`config.mk`:
```
export PLATFORM = sky130hd
export DESIGN_NAME = operand_load_fsm
export DESIGN_NICKNAME = d
export VERILOG_FILES = /design/src/rtl/alu_pkg.sv /design/src/rtl/rise_detect.sv /design/src/rtl/operand_load_fsm.sv
export SDC_FILE = /design/constraint.sdc
export NUM_CORES = 1
export LEC_CHECK = 0
export ABC_AREA = 1
export CORE_MARGIN = 2
export CORE_UTILIZATION = 38
export CTS_CLUSTER_DIAMETER = 120
export DETAILED_ROUTE_END_ITERATION = 10
export PLACE_DENSITY = 0.73
export SLEW_MARGIN = 5
export SYNTH_ARGS = -nofsm -noshare
export SYNTH_HDL_FRONTEND = slang
export SYNTH_HIERARCHICAL = 1
export SYNTH_SLANG_ARGS = --single-unit
```
`constraint.sdc`:
```
create_clock -name clk -period 1.5 [get_ports clk]
set_clock_uncertainty 0.1 [all_clocks]
set_input_delay 0.3 -clock clk [delete_from_list [all_inputs] [get_ports clk]]
set_output_delay 0.3 -clock clk [all_outputs]
set_load 0.005 [all_outputs]
```
`src/rtl/alu_pkg.sv`:
```
// Shared types for the operand-capture front end of the switch/adder demo.
// Holds the FSM state encoding, default width and the signed-overflow rule.
package alu_pkg;

    typedef enum logic [1:0] {
        S_IDLE  = 2'd0,
        S_GOT_A = 2'd1,
        S_EXEC  = 2'd2,
        S_SHOW  = 2'd3
    } op_state_t;

    localparam int DEFAULT_WIDTH = 4;

    // Two's-complement overflow from sign bits: like-signed operands giving an opposite-signed sum.
    function automatic logic add_overflow(input logic a_msb, input logic b_msb, input logic s_msb);
        return (a_msb == b_msb) && (s_msb != a_msb);
    endfunction

endpackage

```
`src/rtl/rise_detect.sv`:
```
// One-cycle pulse on each rising edge of a clk-synchronous level.
// The level register keeps sampling regardless of any soft clear upstream.
module rise_detect (
    input  logic clk,
    input  logic rst,
    input  logic level_in,
    output logic pulse_out
);

    logic btn_q;
    logic btn_d;

    always_comb begin
        btn_d = level_in;
    end

    always_ff @(posedge clk) begin
        if (rst) begin
            btn_q <= 1'b0;
        end else begin
            btn_q <= btn_d;
        end
    end

    assign pulse_out = level_in & ~btn_q;

endmodule

```
`src/rtl/operand_load_fsm.sv`:
```
// Captures two operands from the switches on successive button presses, feeds them
// to the external adder and registers the sum, carry and derived flags for display.
module operand_load_fsm
    import alu_pkg::*;
#(
    parameter int N = DEFAULT_WIDTH
) (
    input  logic         clk,
    input  logic         rst,
    input  logic [N-1:0] data_in,
    input  logic         load_btn,
    input  logic         clear,
    input  logic [N-1:0] sum_in,
    input  logic         cout_in,
    output logic [N-1:0] num1,
    output logic [N-1:0] num2,
    output logic [N-1:0] result,
    output logic         carry,
    output logic         zero,
    output logic         overflow,
    output logic         result_valid,
    output logic [1:0]   state
);

    logic press;

    op_state_t    state_q, state_d;
    logic [N-1:0] num1_q, num1_d;
    logic [N-1:0] num2_q, num2_d;
    logic [N-1:0] result_q, result_d;
    logic         carry_q, carry_d;
    logic         zero_q, zero_d;
    logic         overflow_q, overflow_d;
    logic         valid_q, valid_d;

    rise_detect u_rise_detect (
        .clk       (clk),
        .rst       (rst),
        .level_in  (load_btn),
        .pulse_out (press)
    );

    always_comb begin
        state_d    = state_q;
        num1_d     = num1_q;
        num2_d     = num2_q;
        result_d   = result_q;
        carry_d    = carry_q;
        zero_d     = zero_q;
        overflow_d = overflow_q;
        valid_d    = valid_q;

        // Soft clear drops everything, including a press seen in the same cycle.
        if (clear) begin
            state_d    = S_IDLE;
            num1_d     = '0;
            num2_d     = '0;
            result_d   = '0;
            carry_d    = 1'b0;
            zero_d     = 1'b0;
            overflow_d = 1'b0;
            valid_d    = 1'b0;
        end else begin
            unique case (state_q)
                S_IDLE: begin
                    if (press) begin
                        num1_d  = data_in;
                        num2_d  = '0;
                        state_d = S_GOT_A;
                    end
                end
                S_GOT_A: begin
                    if (press) begin
                        num2_d  = data_in;
                        state_d = S_EXEC;
                    end
                end
                S_EXEC: begin
                    result_d   = sum_in;
                    carry_d    = cout_in;
                    zero_d     = (sum_in == '0);
                    overflow_d = add_overflow(num1_q[N-1], num2_q[N-1], sum_in[N-1]);
                    valid_d    = 1'b1;
                    state_d    = S_SHOW;
                end
                S_SHOW: begin
                    // Restart keeps the last result on display but marks it stale.
                    if (press) begin
                        num1_d  = data_in;
                        num2_d  = '0;
                        valid_d = 1'b0;
                        state_d = S_GOT_A;
                    end
                end
                default: state_d = S_IDLE;
            endcase
        end
    end

    always_ff @(posedge clk) begin
        if (rst) begin
            state_q    <= S_IDLE;
            num1_q     <= '0;
            num2_q     <= '0;
            result_q   <= '0;
            carry_q    <= 1'b0;
            zero_q     <= 1'b0;
            overflow_q <= 1'b0;
            valid_q    <= 1'b0;
        end else begin
            state_q    <= state_d;
            num1_q     <= num1_d;
            num2_q     <= num2_d;
            result_q   <= result_d;
            carry_q    <= carry_d;
            zero_q     <= zero_d;
            overflow_q <= overflow_d;
            valid_q    <= valid_d;
        end
    end

    assign num1         = num1_q;
    assign num2         = num2_q;
    assign result       = result_q;
    assign carry        = carry_q;
    assign zero         = zero_q;
    assign overflow     = overflow_q;
    assign result_valid = valid_q;
    assign state        = state_q;

endmodule
```
==> metrics.md, run 1 <==
| Metric | Value |
|---|---|
| RSZ-0062 raised after global routing | false |
| Final ANT Viol Nets | 0 |
| Initial antenna violation count | 0 |
| Grt met3 use | 0.0439 |
| IR drop worst, VDD | between 500 and 600 µV |
| Overall routing resource usage | 0.166 |
| Final Hold Violating Endpoints | 0 |
| Worst-skew pair later-pin latency | 0.29 ns |
| Vias in the first global route | 829 |
| CP startpoint | state[0] |
| R2r startpoint | state[1] |
| GR peak layer | met2 |
| I/O Buffers | 30 |
| # IOs | 31 |
| DRC | 0 |
| Setup slack, reg-to-reg | 0.12 ns |
| Die width | between 50 and 60 µm |
| Largest fanout on the critical path | 4 |
| Status | complete, no violations |
| Total CTS buffers | 3 |
| Root Buffer | clkbuf_4 |
| Clock-pin slew on the worst setup and hold paths | roughly 0.11 ns |
| Total power | 1010 µW |
| Post-DP HPWL | 1420 µm |
| Setup TNS | 0 ns |
| Hold_ws | 0.366 ns |
| Vias | 842 |
| Drt via density | 4.55 |
| GR Overflow Total | 0 |
| CTS tree | done |
| Initial Utilization | 0.391 |
| First-pass GRT wire length | approximately 3400 µm |
| DRT Pass-1 Iters | 4 |
| Critical setup path kind | flip-flop to primary output |
| Largest net degree at the start of global routing | 11 |
| Hold_sp | carry |
| Critical Path Sink Type | primary output |
| Post-Synthesis Cells | 118 |
| Worst-Margin Slew | 0.201 ns |
| Worst min path class | flip-flop to flip-flop |
| Worst setup SP type | flip-flop |
| ANT cells | 0 |
| Static Leak | approximately 0.00062 µW |
| Inst Count DP | roughly 180 |
| GP Congestion | ~0.85 |
| Share of cells above drive strength 1 | 0.242 |
| Final min period | 1.42 ns |
| Yosys reg bits | 19 |
| GR Layer Usage met2 | 0.320 |
| CTS sink cnt | 19 |
| H-tree depth | 1 |
| CTS Buffer Depth | 2 |
| Syn avg cell area | 7.19 µm² |
| Cell variety after synth | 17 |
| GR met1 Demand/Resource | 0.180 |
| CTS hold repair buffers | 0 |
| # rows | 17 |
| Synth Warn # | 6 |
| Final setup violation count | 0 |
| Fill count | 212 |
| Max Cap Viol | 0 |
| Max Fclk | 705 MHz |
| Final Non-Filler Cells | 185 |
| Critical path arrival | 1.02 ns |
| Post-DR wirelength/cell | 10.4 µm |
| Final slew viol count | 0 |
| Post-Route WL | 1930 µm |
| Core Box Area | 2170 µm² |
| Syn Nets | 136 |
| Final nets | 176 |
| Period Utilization, post-route | 0.946 |
| Cell area power density | 795 nW/µm² |
| Die area | 2630 µm² |
| Iteration-0 DRC Markers | 15 |
| Relative slew slack | 0.865 |
| Die Ht | 51.3 µm |
| Synth Cell Area | 848 µm² |
| Sequential share of the synthesized area | 0.448 |
| Synth-to-layout area growth | 49.4% |
| CP Data Required Time | around 1.1 ns |
| Most frequent cells in the layout | 24 x nand2_1, 24 x nor2_1, 18 x dlygate4sd2_1 |
final cells by class:
| cell class | instances | area, µm² | share of cell area |
|---|---|---|---|
| Sequential cell | 19 | 405 | 0.320 |
| Multi-Input combinational cell | 80 | 405 | 0.320 |
| Timing Repair Buffer | 37 | 330 | 0.261 |
| Inverter | 17 | 65.1 | 0.0513 |
| Tap cell | 28 | 35.0 | 0.0276 |
| Clock buffer | 4 | 26.3 | 0.0207 |
power by group:
| part | total [µW] | switching, µW | internal (µW) | leakage, µW |
|---|---|---|---|---|
| sequential | 534 | 8.81 | 526 | 0.000163 |
| combinational | 216 | 112 | 104 | 0.000444 |
| clock | 257 | 154 | 103 | 0.0000150 |
| total | 1010 | 275 | 733 | 0.000622 |
sequential cells by signal, indices dropped and copies added, names as in the netlist:
name and count:
result 4, state 2, carry 1, num2 4, zero 1, overflow 1
result_valid 1, num1 4, u_rise_detect/btn_q 1
per-stage QoR:
| step | instance area [µm²] | utilization | setup WS (ns) |
|---|---|---|---|
| floorplan | 848 | - | 0.0603 |
| global placement | 1200 | 0.554 | -0.0468 |
| detailed placement | 1200 | 0.554 | -0.0692 |
| CTS | 1250 | 0.577 | 0.00333 |
| global route | 1270 | 0.584 | 0.0228 |
| finish | 1270 | 0.584 | 0.0817 |
synth_stat cells:
master    count  area [µm²]
o21ai_1       6        30.0
ha_1          5        62.6
nand2_1      24        90.1
nand3_1       7        35.0
dfxtp_1      19         380
nor2_2        2        12.5
nor2_4        1        11.3
o21ai_0       1        5.00
nor2_1       24        90.1
buf_2         1        5.00
a21oi_1       8        40.0
nand3b_1      1        7.51
inv_2         3        11.3
inv_1        13        48.8
buf_4         1        7.51
nand2_2       1        6.26
clkinv_2      1        5.00
per-layer routing:
layer,routed length [µm],vias up
li1,-,441
met1,815,376
met2,984,25
met3,129,0
met4,0,0
met5,0,-
what timing repair did:
| item | CTS | global route |
|---|---|---|
| endpoints found under the setup margin | 18 | 8 |
| pin swaps | 1 | 1 |
| buffers inserted | 3 | 0 |
| resized for setup | 37 | 3 |
logic make-up (layout without fill, tap and decap cells):
family | Yosys count | in the layout | synth area share
simple gates | 60 | 60 | 0.298
flops | 19 | 19 | 0.448
buf+inv | 19 | 58 | 0.0914
compound gates | 15 | 15 | 0.0885
fa+ha+maj | 5 | 5 | 0.0737
path summary, 6_finish.rpt:
| kind | to | cells after the start |
|---|---|---|
| hold / removal | carry | 2 |
| setup reg to reg | num2[2] | 8 |
| hold reg to reg | carry | 2 |
| setup / recovery | state[0] | 2 |
critical path: stages (launching register included):
cell and delay, ns:
dfxtp_2 0.33, buf_4 0.14, dlygate4sd2_1 0.26
Power figures use the tool's default switching activity.
==> run 2: changes to the inputs <==
--- a/config.mk
+++ b/config.mk
@@ -6,8 +6,10 @@
 export NUM_CORES = 1
 export LEC_CHECK = 0
 export ABC_AREA = 1
+export CAP_MARGIN = 15
 export CORE_MARGIN = 2
 export CORE_UTILIZATION = 38
+export CTS_BUF_LIST = sky130_fd_sc_hd__clkbuf_16
 export CTS_CLUSTER_DIAMETER = 120
 export DETAILED_ROUTE_END_ITERATION = 10
 export PLACE_DENSITY = 0.73
==> metrics.md, run 2 (same netlist as run 1, synthesis figures left out) <==
| Metric | Value |
|---|---|
| Max incr delay on CP | 0.50 ns |
| Slowest CP cell | clkdlybuf4s50_1 |
| Inst Count DP | 178 |
| DRT Pass-1 Iters | 4 |
| Worst-skew pair later-pin latency | 0.25 ns |
| Most frequent cells in the layout | 24 x nand2_1, 24 x nor2_1, 17 x dfxtp_1 |
| First-pass GRT wire length | 3320 µm |
| Final ANT Viol Nets | 0 |
| Iteration-0 DRC Markers | 7 |
| Switching share of total power | 0.234 |
| Critical path cell sequence | clkdlybuf4s50_1 |
| Post_cts resized | 7 |
| Core Box Area | ~2200 µm² |
| Period Utilization, post-route | 0.979 |
| Sw power | 299 µW |
| Worst setup SP type | flip-flop |
| Post-DR wirelength/cell | 10.5 µm |
| Final nets | 173 |
| Clock-pin slew on the worst setup and hold paths | 0.05 ns |
| Share of cells above drive strength 1 | 0.117 |
| Critical Path Sink Type | primary output |
| RSZ-0062 raised after global routing | false |
| Max Cap Viol | 0 |
| Largest fanout on the critical path | 2 |
| Setup ws final | 0.0314 ns |
| Final slew viol count | 0 |
| Vias | 840 |
| Worst min path class | flip-flop to flip-flop |
| DRC | 0 |
| Fill count | 192 |
| Final Non-Filler Cells | 182 |
| Final min period | 1.47 ns |
| Total CTS buffers | 3 |
| Worst-Margin Slew | 0.177 ns |
| CTS hold repair buffers | 0 |
| Die area | ~2600 µm² |
| CTS sink cnt | 19 |
| P_int | just under 1000 µW |
| Setup Fix Bufs, Post-CTS | 0 |
| Vias in the first global route | 788 |
| # rows | 17 |
| GP Congestion | 0.851 |
| Clock share of power | 0.419 |
| Die width | 51.3 µm |
| Overall routing resource usage | 0.163 |
| Drt via density | 4.62 |
| GR Overflow Total | 0 |
| Pre-CTS setup slack | -0.0692 ns |
| Worst path top cell family by delay | buffers and inverters |
| Setup TNS | 0 ns |
| Die Ht | 51.3 µm |
| Relative slew slack | 0.881 |
| ANT cells | 0 |
| Worst Path Buf+Inv | 1 |
| Final setup violation count | 0 |
| Largest net degree at the start of global routing | 11 |
| Sequential power share | 0.419 |
| Initial antenna violation count | 0 |
| Static Leak | 0.000763 µW |
| CP Data Required Time | between 1 and 1.5 ns |
| Cell area power density | 975 nW/µm² |
| Synth-to-layout area growth | 54.3% |
| Status | complete, no violations |
| Comb power frac | 0.162 |
| CTS Buffer Depth | 2 |
| Critical setup path kind | flip-flop to primary output |
| Max Fclk | about 680 MHz |
| Root Buffer | clkbuf_16 |
| CTS tree | done |
| Initial Utilization | 0.391 |
| I/O Buffers | 30 |
| Post-Route WL | 1910 µm |
| Final Hold Violating Endpoints | 0 |
| # IOs | 31 |
| Critical path arrival | 1.07 ns |
| IR drop worst, VDD | around 650 µV |
| Post-DP HPWL | 1420 µm |
| H-tree depth | 1 |
## run 2: final cells by class
cell class / count / area (µm²) / share of cell area
clock buffer: 3 / 75.1 / 0.0574
sequential: 19 / 385 / 0.294
timing repair buffer: 34 / 352 / 0.269
clock inverter: 1 / 3.75 / 0.00287
inverter: 17 / 65.1 / 0.0497
multi-input combinational: 80 / 393 / 0.300
tap: 28 / 35.0 / 0.0268
## run 2: path summary, 6_finish.rpt
check                                from         to  slack (ns)  cells after the start
worst max-delay path              num2[1]    num2[1]        0.03                      1
worst min-delay path            result[2]  result[2]        0.36                      2
worst max register to register   state[0]    num2[1]        0.08                      7
worst min register to register  result[2]  result[2]        0.36                      2
## run 2: routing by layer
metal  track usage  up-vias  routed length [µm]  share of wire
met5             0        -                   0              0
met4        0.0482        0                  14         0.0073
met3        0.0439        2                 147          0.077
met2         0.301       33                 931           0.49
met1         0.182      372                 815           0.43
li1              -      433                   -              -
## run 2: power by group through the flow
| stage | clock, µW | sequential, µW | combinational (µW) |
|---|---|---|---|
| final | 534 | 535 | 207 |
| after global placement | 0 | 546 | 205 |
| after detailed placement | 0 | 547 | 209 |
| after global routing | 568 | 537 | 230 |
| after floorplan | 0 | 549 | 107 |
| after CTS | 543 | 535 | 208 |
## run 2: metrics by stage
stage	hold WS [ns]	total power [µW]	instance area [µm²]	util
after floorplan	0.272	656	848	-
after global placement	0.351	750	1200	0.554
after detailed placement	0.355	756	1200	0.554
after CTS	0.364	1290	1280	0.589
after global routing	0.389	1330	1310	0.603
final	0.357	1280	1310	0.603
==> run 3: changes to the inputs <==
--- a/config.mk
+++ b/config.mk
@@ -5,14 +5,13 @@
 export SDC_FILE = /design/constraint.sdc
 export NUM_CORES = 1
 export LEC_CHECK = 0
-export ABC_AREA = 1
 export CAP_MARGIN = 15
 export CORE_MARGIN = 2
 export CORE_UTILIZATION = 38
 export CTS_BUF_LIST = sky130_fd_sc_hd__clkbuf_16
 export CTS_CLUSTER_DIAMETER = 120
 export DETAILED_ROUTE_END_ITERATION = 10
-export PLACE_DENSITY = 0.73
+export PLACE_DENSITY = 0.74
 export SLEW_MARGIN = 5
 export SYNTH_ARGS = -nofsm -noshare
 export SYNTH_HDL_FRONTEND = slang
==> metrics.md, run 3 <==
| Metric | Value |
|---|---|
| Clock share of power | 0.439 |
| Final Hold Violating Endpoints | 0 |
| Post-DR wirelength/cell | 11.6 µm |
| Cell count of the worst hold path | 2 |
| Initial Utilization | 0.407 |
| Post-DP HPWL | 1310 µm |
| Static Leak | 0.000693 µW |
| Max Cap Viol | 0 |
| # rows | 16 |
| Sequential Area | around 400 µm² |
| Critical path cell sequence | clkdlybuf4s50_1 |
| Most frequent cells in the layout | 16 x clkdlybuf4s50_1, 15 x dfxtp_1, 13 x nor2_1 |
| EDFF count, synth | 0 |
| Post-synth top flop | dfxtp_1 |
| Final ANT Viol Nets | 0 |
| Setup Fix Bufs, Post-CTS | 0 |
| Most common cell after layout, fill and taps aside | clkdlybuf4s50_1 |
| Yosys top cell area share | 0.472 |
| List of most frequent post-synthesis cells | 19 x dfxtp_1, 13 x nor2_1, 6 x mux2i_1, 6 x nand2_1 |
| Total CTS buffers | 3 |
| Sequential power share | 0.434 |
| Syn avg cell area | 9.59 µm² |
| Syn Nets | 102 |
| Share of cells above drive strength 1 | 0.197 |
| Vias in the first global route | 702 |
| CTS hold repair buffers | 0 |
| R2R cell count | 5 |
| Switching share of total power | 0.203 |
| Post-layout util | 0.663 |
| Relative slew slack | 0.844 |
| Worst Path Buf+Inv | 1 |
| Clock-pin slew on the worst setup and hold paths | ~0.050 ns |
| DRT Pass-1 Iters | 4 |
| Max Fclk | 684 MHz |
| First-pass GRT wire length | 3010 µm |
| Cell variety after synth | 24 |
| Iteration-0 DRC Markers | 4 |
| Max incr delay on CP | 0.50 ns |
| Sequential share of the synthesized area | 0.472 |
| Largest fanout on the critical path | 2 |
| I/O Buffers | 30 |
| Fill count | 163 |
| Cell area power density | 917 nW/µm² |
| Die Ht | 50.1 µm |
| Critical Path Sink Type | primary output |
| Final nets | 141 |
| CTS Buffer Depth | 2 |
| GR Overflow Total | 0 |
| Vias | between 700 and 800 |
| Final Non-Filler Cells | between 100 and 150 |
| CTS tree | done |
| Root Buffer | clkbuf_16 |
| Largest net degree at the start of global routing | 12 |
| P_int | 959 µW |
| Worst setup SP type | flip-flop |
| Critical setup path kind | flip-flop to primary output |
| Synth Cell Area | 806 µm² |
| Drt via density | between 4 and 5 |
| Hold path endpoint | num1[1] |
| Period Utilization, post-route | 0.975 |
| Synth area leader | dfxtp_1 |
| Die area | about 2500 µm² |
| Final slew viol count | 0 |
| Worst-Margin Slew | 0.232 ns |
| Hold_ws | 0.354 ns |
| Final min period | 1.46 ns |
| IR drop worst, VDD | 516 µV |
| FF-to-FF End | num2[3] |
| Multi-input logic area | 410 µm² |
| DRC | 0 |
| Slowest CP cell | clkdlybuf4s50_1 |
| CP Data Required Time | 1.10 ns |
| R2r startpoint | state[0] |
| Yosys reg bits | 19 |
| Hold_sp | num1[1] |
| Post-Synthesis Cells | 84 |
| Status | complete, no violations |
| Post-synth ARST share | 0 |
| Overall routing resource usage | 0.157 |
| Critical path arrival | 1.06 ns |
| # IOs | 31 |
| Final setup violation count | 0 |
| RSZ-0062 raised after global routing | false |
| Worst min path class | flip-flop to flip-flop |
| Most frequent cell after synthesis | dfxtp_1 |
| GP Congestion | roughly 0.80 |
| Core Box Area | between 1500 and 2000 µm² |
| Synth Warn # | 6 |
| ANT cells | 0 |
| Synth area leaders | dfxtp_1 47%, ha_1 7.8%, mux2i_1 7.5% |
| Worst path top cell family by delay | buffers and inverters |
| CTS sink cnt | 19 |
| Worst-skew pair later-pin latency | 0.24 ns |
| Setup slack, reg-to-reg | 0.07 ns |
| Sw power | roughly 250 µW |
| Initial antenna violation count | 0 |
| H-tree depth | 1 |
| Inst Count DP | 145 |
| Synth-to-layout area growth | 63.0% |
| Post-Route WL | ~1700 µm |
| Comb power frac | 0.127 |
| Setup TNS | 0 ns |
| Die width | 50.1 µm |
-- run 3: kinds of logic after synthesis --
family,synth area share
AO/OA/AOI/OAI,0.112
adder cells (fa/ha/maj),0.0776
buffers and inverters,0.0466
flip-flops,0.472
multiplexers,0.0745
AND/OR/NAND/NOR,0.217
-- run 3: what timing repair did --
action	in CTS	in global routing
pin swaps	0	0
endpoints found under the setup margin	5	20
resized for setup	8	16
-- run 3: worst max path at each step --
stage               from   endpoint  slack, ns  depth (start not counted)
2_1_floorplan   state[0]    num2[2]       0.06                          6
4_1_cts         state[0]    num2[3]      0.002                          5
3_5_place_dp    load_btn    num2[3]      -0.22                          5
3_3_place_gp    load_btn    num2[3]      -0.13                          5
5_1_grt            carry      carry      0.001                          1
6_report       result[0]  result[0]       0.04                          1
-- run 3: power groups by stage --
stage          Clock (µW)  Sequential (µW)  Combinational, µW
4_1_cts               544              523                148
3_3_place_gp            0              535                146
6_report              529              523                152
3_5_place_dp            0              535                149
5_1_grt               578              525                168
2_1_floorplan           0              535               67.8
-- run 3: final cells by class --
type	count	area share
repair buffers	39	0.298
inverters	2	0.00571
clock buffers	3	0.0571
well taps	27	0.0257
multi-input cells	58	0.312
clock inverters	1	0.00381
flip-flops and latches	19	0.297
-- run 3: per-stage QoR --
step,setup WS (ns),power (µW),cell area [µm²]
floorplan,0.0596,603,807
finish,0.0380,1200,1310
global route,0.00116,1270,1310
global placement,-0.125,681,1180
detailed placement,-0.223,684,1180
CTS,0.00208,1210,1260
-- run 3: routing by layer --
metal	vias to the layer above	global-route usage	wire (µm)
li1	362	-	-
met1	312	0.182	758
met2	25	0.270	849
met3	2	0.0394	108
met4	0	0.0694	17
met5	-	0	0
-- run 3: worst min-delay path, cell delays in order (launching register included) --
cell and delay [ns]:
dfxtp_1 0.30, nand2_1 0.05, a21oi_1 0.05
